## config.mk

```make
export PLATFORM = sky130hd
export DESIGN_NAME = pc_unit
export DESIGN_NICKNAME = d
export VERILOG_FILES = /design/src/rtl/pc_pkg.sv /design/src/rtl/pc_unit_ras_stack.sv /design/src/rtl/pc_unit.sv
export SDC_FILE = /design/constraint.sdc
export NUM_CORES = 1
export LEC_CHECK = 0
export ABC_AREA = 1
export CAP_MARGIN = 20
export CORE_ASPECT_RATIO = 1.4
export CORE_UTILIZATION = 45
export DETAILED_ROUTE_END_ITERATION = 6
export DONT_BUFFER_PORTS = 1
export GPL_ROUTABILITY_DRIVEN = 0
export GPL_TIMING_DRIVEN = 0
export PLACE_DENSITY = 0.67
export SETUP_SLACK_MARGIN = 0.02
export SYNTH_ARGS = -nofsm -noshare
export SYNTH_HDL_FRONTEND = slang
export SYNTH_HIERARCHICAL = 1
export SYNTH_SLANG_ARGS = --single-unit
export TNS_END_PERCENT = 5
```

## constraint.sdc

```tcl
create_clock -name clk -period 4.06 [get_ports clk]
set_input_delay 0.406 -clock clk [delete_from_list [all_inputs] [get_ports clk]]
set_output_delay 0.406 -clock clk [all_outputs]
set_load 0.01 [all_outputs]
```

## src/rtl/pc_pkg.sv

```systemverilog
// Shared types for the fetch-stage program counter: pc_mode encoding and width.
package pc_pkg;

   localparam int unsigned PC_MODE_W = 3;

   typedef enum logic [PC_MODE_W-1:0] {
      PC_INC  = 3'd0,
      PC_BR   = 3'd1,
      PC_JMP  = 3'd2,
      PC_CALL = 3'd3,
      PC_RET  = 3'd4
   } pc_mode_t;

endpackage

```

## src/rtl/pc_unit_ras_stack.sv

```systemverilog
// Circular return-address stack; a push while full overwrites the oldest entry.
module ras_stack #(
   parameter int unsigned W     = 8,
   parameter int unsigned DEPTH = 4
) (
   input  logic                           clk,
   input  logic                           rst,
   input  logic                           push,
   input  logic                           pop,
   input  logic [W-1:0]                   push_data,
   output logic [W-1:0]                   top,
   output logic [$clog2(DEPTH+1)-1:0]     depth
);

   localparam int unsigned PTR_W = $clog2(DEPTH);
   localparam int unsigned DEP_W = $clog2(DEPTH+1);

   logic [W-1:0]     mem [DEPTH];
   logic [PTR_W-1:0] wr_ptr;
   logic [PTR_W-1:0] wr_ptr_inc;
   logic [PTR_W-1:0] top_ptr;

   // wr_ptr is the next free slot; when full it is also the oldest entry
   assign wr_ptr_inc = (wr_ptr == PTR_W'(DEPTH-1)) ? '0 : wr_ptr + PTR_W'(1);
   assign top_ptr    = (wr_ptr == '0) ? PTR_W'(DEPTH-1) : wr_ptr - PTR_W'(1);
   assign top        = mem[top_ptr];

   always_ff @(posedge clk or posedge rst) begin
      if (rst) begin
         wr_ptr <= '0;
         depth  <= '0;
      end else if (push) begin
         wr_ptr <= wr_ptr_inc;
         if (depth != DEP_W'(DEPTH)) depth <= depth + DEP_W'(1);
      end else if (pop && (depth != '0)) begin
         wr_ptr <= top_ptr;
         depth  <= depth - DEP_W'(1);
      end
   end

   always_ff @(posedge clk) begin
      if (push) mem[wr_ptr] <= push_data;
   end

endmodule

```

## src/rtl/pc_unit.sv

```systemverilog
// Program counter with return-address stack for the fetch stage.
// Build macro PC_RAS_TRAP_EN redirects stack faults to TRAP_VEC and drives trap.
module pc_unit
   import pc_pkg::*;
#(
   parameter int unsigned PC_W      = 8,
   parameter int unsigned RAS_DEPTH = 4,
   parameter int unsigned RESET_PC  = 1,
   parameter int unsigned TRAP_VEC  = 0
) (
   input  logic                             clk,
   input  logic                             rst,
   input  logic                             stall,
   input  logic [PC_MODE_W-1:0]             pc_mode,
   input  logic [PC_W-1:0]                  offset,
   input  logic [PC_W-1:0]                  target,
   output logic [PC_W-1:0]                  pc,
   output logic [$clog2(RAS_DEPTH+1)-1:0]   ras_depth,
   output logic                             ras_empty,
   output logic                             ras_full,
   output logic                             ras_ovf,
   output logic                             ras_unf,
   output logic                             trap
);

   localparam int unsigned DEP_W = $clog2(RAS_DEPTH+1);
`ifdef PC_RAS_TRAP_EN
   localparam bit TRAP_EN = 1'b1;
`else
   localparam bit TRAP_EN = 1'b0;
`endif

   logic [PC_W-1:0] next_pc;
   logic [PC_W-1:0] pc_inc;
   logic [PC_W-1:0] ras_top;
   logic [PC_W-1:0] trap_pc;
   logic            push;
   logic            pop;
   logic            ovf_c;
   logic            unf_c;

   assign pc_inc    = pc + PC_W'(1);
   assign trap_pc   = PC_W'(TRAP_VEC);
   assign ras_empty = (ras_depth == '0);
   assign ras_full  = (ras_depth == DEP_W'(RAS_DEPTH));

   ras_stack #(
      .W     (PC_W),
      .DEPTH (RAS_DEPTH)
   ) u_ras (
      .clk       (clk),
      .rst       (rst),
      .push      (push),
      .pop       (pop),
      .push_data (pc_inc),
      .top       (ras_top),
      .depth     (ras_depth)
   );

   // Next-pc selection and stack control; nothing moves while stalled
   always_comb begin
      next_pc = pc_inc;
      push    = 1'b0;
      pop     = 1'b0;
      ovf_c   = 1'b0;
      unf_c   = 1'b0;
      if (!stall) begin
         case (pc_mode)
            PC_BR:   next_pc = pc_inc + offset;
            PC_JMP:  next_pc = target;
            PC_CALL: begin
               next_pc = target;
               if (ras_full) begin
                  ovf_c = 1'b1;
                  if (TRAP_EN) next_pc = trap_pc;
                  else         push    = 1'b1;
               end else begin
                  push = 1'b1;
               end
            end
            PC_RET: begin
               if (ras_empty) begin
                  unf_c = 1'b1;
                  if (TRAP_EN) next_pc = trap_pc;
               end else begin
                  next_pc = ras_top;
                  pop     = 1'b1;
               end
            end
            default: next_pc = pc_inc;
         endcase
      end
   end

   always_ff @(posedge clk or posedge rst) begin
      if (rst) begin
         pc      <= PC_W'(RESET_PC);
         ras_ovf <= 1'b0;
         ras_unf <= 1'b0;
      end else begin
         if (!stall) pc <= next_pc;
         ras_ovf <= ovf_c;
         ras_unf <= unf_c;
      end
   end

`ifdef PC_RAS_TRAP_EN
   logic trap_c;
   assign trap_c = ovf_c | unf_c;

   always_ff @(posedge clk or posedge rst) begin
      if (rst) trap <= 1'b0;
      else     trap <= trap_c;
   end
`else
   assign trap = 1'b0;
`endif

endmodule
```

==> impl_results.md <==
- Max stage delay cell, worst path: dfstp_2
- GRT Overall Usage: between 10% and 20%
- Synth-to-layout area growth: 6.52%
- Iteration-0 DRC Markers: 58
- Library cell used as clock root buffer: clkbuf_8
- Max Transition Viols Final: 0
- Arrival time at the worst endpoint: between 2 and 3 ns
- Post-CTS sizing: 0
- Portion of synthesized cell area occupied by the leading cell type: roughly a third
- Share of flip-flops with an asynchronous set or reset: 31.9%
- Routed len/inst: roughly 14 µm
- Fillers: slightly below 600
- RSZ-0062 raised after global routing: no
- Internal Pwr Total: ~1.1 mW
- Total detailed-routing wirelength: between 5 and 6 mm
- # IOs: 38
- Placed instance area: between 2000 and 3000 µm²
- CTS sink count: 47
- Layout Utilization: a little under 50%
- Post-synthesis simple-gate area fraction: approximately 28%
- Largest fanout on the critical path: 6
- First-pass GRT wire length: about 9.4 mm
- Count of mapped cells out of synthesis: 334
- Nets: around 380
- Switching Power: between 0.8 and 0.9 mW
- Clock group share of total power: around 14%
- Final total negative setup slack: 0 ns
- Transition time of the tightest slew-check pin: 0.547 ns
- Remaining global-route overflow: 0
- Most frequent cell on the critical path: nand2_1
- Total CTS buffers: 5
- Number of remaining DRC errors: 0
- Die height: 96.3 µm
- Number of inserted diodes: 0
- Number of hold-slack violations in the final timing report: 0
- Number of cells traversed by the worst register-to-register path: 17
- Number of port buffers: 0
- Startpoint of the worst register-to-register path: pc[0]
- Worst Skew: between 0.01 and 0.015 ns
- Reg clk slew, reported paths: ~0.090 ns
- Residual antenna-violating net count after detailed routing: 0
- Die footprint: around 6700 µm²
- Combinational fraction of design power: between 40% and 50%
- Net switching share of the total power: approximately 44%
- Largest net degree at the start of global routing: 16
- Result of the run: complete, no violations
- Clk buf depth: 2
- Clock tree from TritonCTS: yes
- Reg-to-reg slack, setup: around 1.3 ns
- Leakage: approximately 1.4 nW
- Core Region: between 6000 and 7000 µm²
- Chip width: around 69 µm
- Dominant register cell in the synthesized netlist: edfxtp_1
- Share of the synthesized area in compound gates (AO/OA/AOI/OAI): 7.57%
- Area of the mapped netlist: 2860 µm²
- Pre-antenna DRT Iters: 4
- Vias in the first global route: 1973
- Hold slack final: roughly 0.29 ns
- Number of max-cap violations: 0
- Pwr dens: between 600 and 700 nW/µm²
- Synthesized-area fraction occupied by adder cells: 7.09%
- Post-layout total power: around 2.0 mW
- Max_slew headroom: between 60% and 70%
- Beginning of the critical path: pc[0]
- Worst min path class: input pin to register
- Delay contributed by the slowest stage of the critical path: approximately 0.64 ns
- Placed wire-length estimate after detailed placement: ~4.9 mm
- Number of synthesized flops with an enable pin: 32
- Sequential element share of the synthesized area: between 40 and 50%
- Multiplexer area fraction after synthesis: 0%
- Fraction of layout cells with a size suffix above 1: 10.8%
- Setup violators final: 0
- Termination of the worst setup path: pc[7]
- Number of distinct library cell variants in the gate-level netlist after synthesis: 40
- Classification of the worst setup path: register to register
- Skew-Pair Late Insertion Delay: about 0.30 ns
- Final Critical Period: roughly 2.8 ns
- Crit Reg-Reg Endpoint: pc[7]
- Area share of xor/xnor cells in the synthesized design: under 10%
- Required time of the worst setup path: 4.26 ns
- Crit share post-route: 68.9%
- Combinational family with the most area after synthesis: simple AND/OR/NAND/NOR gates
- Synthesis Warnings: 6
- Startpoint type of the worst setup path: register
- Largest area contributor in the synthesized netlist: edfxtp_1
- Critical path endpoint category: register
- Post-synth net total: around 370
- Mean instance size in the synthesized netlist: about 8.6 µm²
- Relative contribution of sequential cells to total power: between 30 and 40%
- Number of flip-flops and latches in the synthesized netlist: 47
- Largest vdd supply drop: between 0.3 and 0.4 mV
- Number of H-tree levels: 2
- Initial cell density of the core: between 40 and 50%
- Cell Rows: 34
- Number of vias in the routed layout: 2139
- Dominant cells by area after synthesis: edfxtp_1 34%, nand2_1 14%, dfrtp_1 12%, ha_1 5.7%, inv_1 5.1%
- Via density per instance: around 5
- Peak Freq: 357 MHz
- Post-Layout Inst Area: 3050 µm²
- Antenna violations before repair: 0
- Crit path cell chain: ha_1 > nand2_1 > inv_1 > nand4_1 > xor2_1 > inv_1 > ha_1 > nand2_1 > inv_1 > nand2_1 > nand2_1 > a21oi_1 > nand3_1 > nand3_1 > nand2_1 > nand2_1 > nand2_1
==> layout make-up <==
| class | count | area, µm² | area share [%] |
|---|---|---|---|
| plain buffers | 6 | 66.3 | 2.18 |
| clock buffers | 6 | 72.6 | 2.38 |
| clock inverters | 2 | 13.8 | 0.452 |
| inverters | 43 | 166 | 5.46 |
| multi-input cells | 238 | 1290 | 42.3 |
| flip-flops and latches | 47 | 1340 | 43.9 |
| well taps | 72 | 90.1 | 2.96 |
| repair buffers | 1 | 10.0 | 0.329 |
==> registers in the layout, indices dropped and copies added, names as in the netlist <==
signal / flops
pc: 8
u_ras/mem: 32
u_ras/wr_ptr: 2
u_ras/depth: 3
ras_unf: 1
ras_ovf: 1
==> worst max-delay path, delay by kind of cell, from the launching register on <==
family / cells / cell delay, ns
AOI/OAI and AO/OA: 1 / 0.20
xor gates and xnor gates: 1 / 0.26
adders and majority gates: 2 / 0.56
buffers and inverters: 3 / 0.30
DFF: 1 / 0.64
and+or+nand+nor: 10 / 0.73
==> through the flow <==
| stage | setup slack, ns | std cells |
|---|---|---|
| 6_report | 1.26 | 415 |
| 5_1_grt | 0.956 | 415 |
| 4_1_cts | 1.22 | 415 |
| 3_5_place_dp | 1.25 | 406 |
| 3_3_place_gp | 1.34 | 406 |
| 2_1_floorplan | 1.69 | 334 |
==> worst min path at each step <==
stage | start | end | slack, ns | depth (start not counted)
after detailed placement | rst | u_ras/wr_ptr[0] | 0.20 | 1
after floorplan | rst | u_ras/depth[0] | 0.18 | 1
after CTS | target[3] | pc[3] | 0.28 | 2
after global routing | target[3] | pc[3] | 0.28 | 2
after global placement | rst | u_ras/wr_ptr[0] | 0.20 | 1
final | target[3] | pc[3] | 0.29 | 2
==> layer usage <==
layer | up-vias | share of wire (%) | global-route usage [%]
li1 | 1111 | - | -
met1 | 980 | 40 | 20.7
met2 | 40 | 55 | 35.0
met3 | 8 | 3.1 | 2.72
met4 | 0 | 2.1 | 7.82
met5 | - | 0 | 0
==> Yosys cell counts, types with 2 or more instances <==
master and number:
nor2_1 18, inv_1 39, nand3_1 24, xor2_1 4, nand2_2 7, a21oi_1 11, dfrtp_1 14, fa_1 2
nor2_2 4, o21ai_1 18, xnor2_1 2, nand2_1 103, o21ai_2 2, buf_6 3, nand4_1 5, a41oi_1 2
edfxtp_1 32, nand3b_1 5, nor3_1 2, or2_1 2, ha_1 13, inv_2 3, nand3_2 2
==> layout by cell type, fill, tap and decap left out, types with 2 or more instances in the layout <==
cell / count
nor3_1: 2
nor2_1: 18
nor2_2: 4
nand3_2: 2
xor2_1: 4
or2_1: 2
nand2_2: 7
a41oi_1: 2
clkbuf_8: 5
nand3b_1: 5
inv_2: 3
inv_1: 39
o21ai_1: 18
a21oi_1: 11
nand3_1: 24
fa_1: 2
buf_6: 3
o21ai_2: 2
nand2_1: 103
edfxtp_1: 32
nand4_1: 5
ha_1: 13
xnor2_1: 2
dfrtp_1: 14
==> cells by family (layout without fill, tap and decap cells) <==
family          count (synthesis)  after routing
xor+xnor                        6              6
buf+inv                        49             58
compound gates                 38             38
simple gates                  178            178
fa+ha+maj                      15             15
other cells                     1              1
flops                          47             47
==> timing repair <==
| item | 4_1_cts | 5_1_grt |
|---|---|---|
| hold endpoints to repair | 13 | 0 |
| hold buffers | 1 | 0 |
| buffers inserted | 0 | 0 |
==> power by group through the flow <==
stage               sequential [mW]  clock (mW)  combinational (mW)
floorplan                     0.727           0               0.753
global placement              0.752           0               0.912
detailed placement            0.755           0               0.950
CTS                           0.744       0.280               0.955
global route                  0.757       0.300                1.08
finish                        0.744       0.272               0.949
Power figures use the tool's default switching activity.
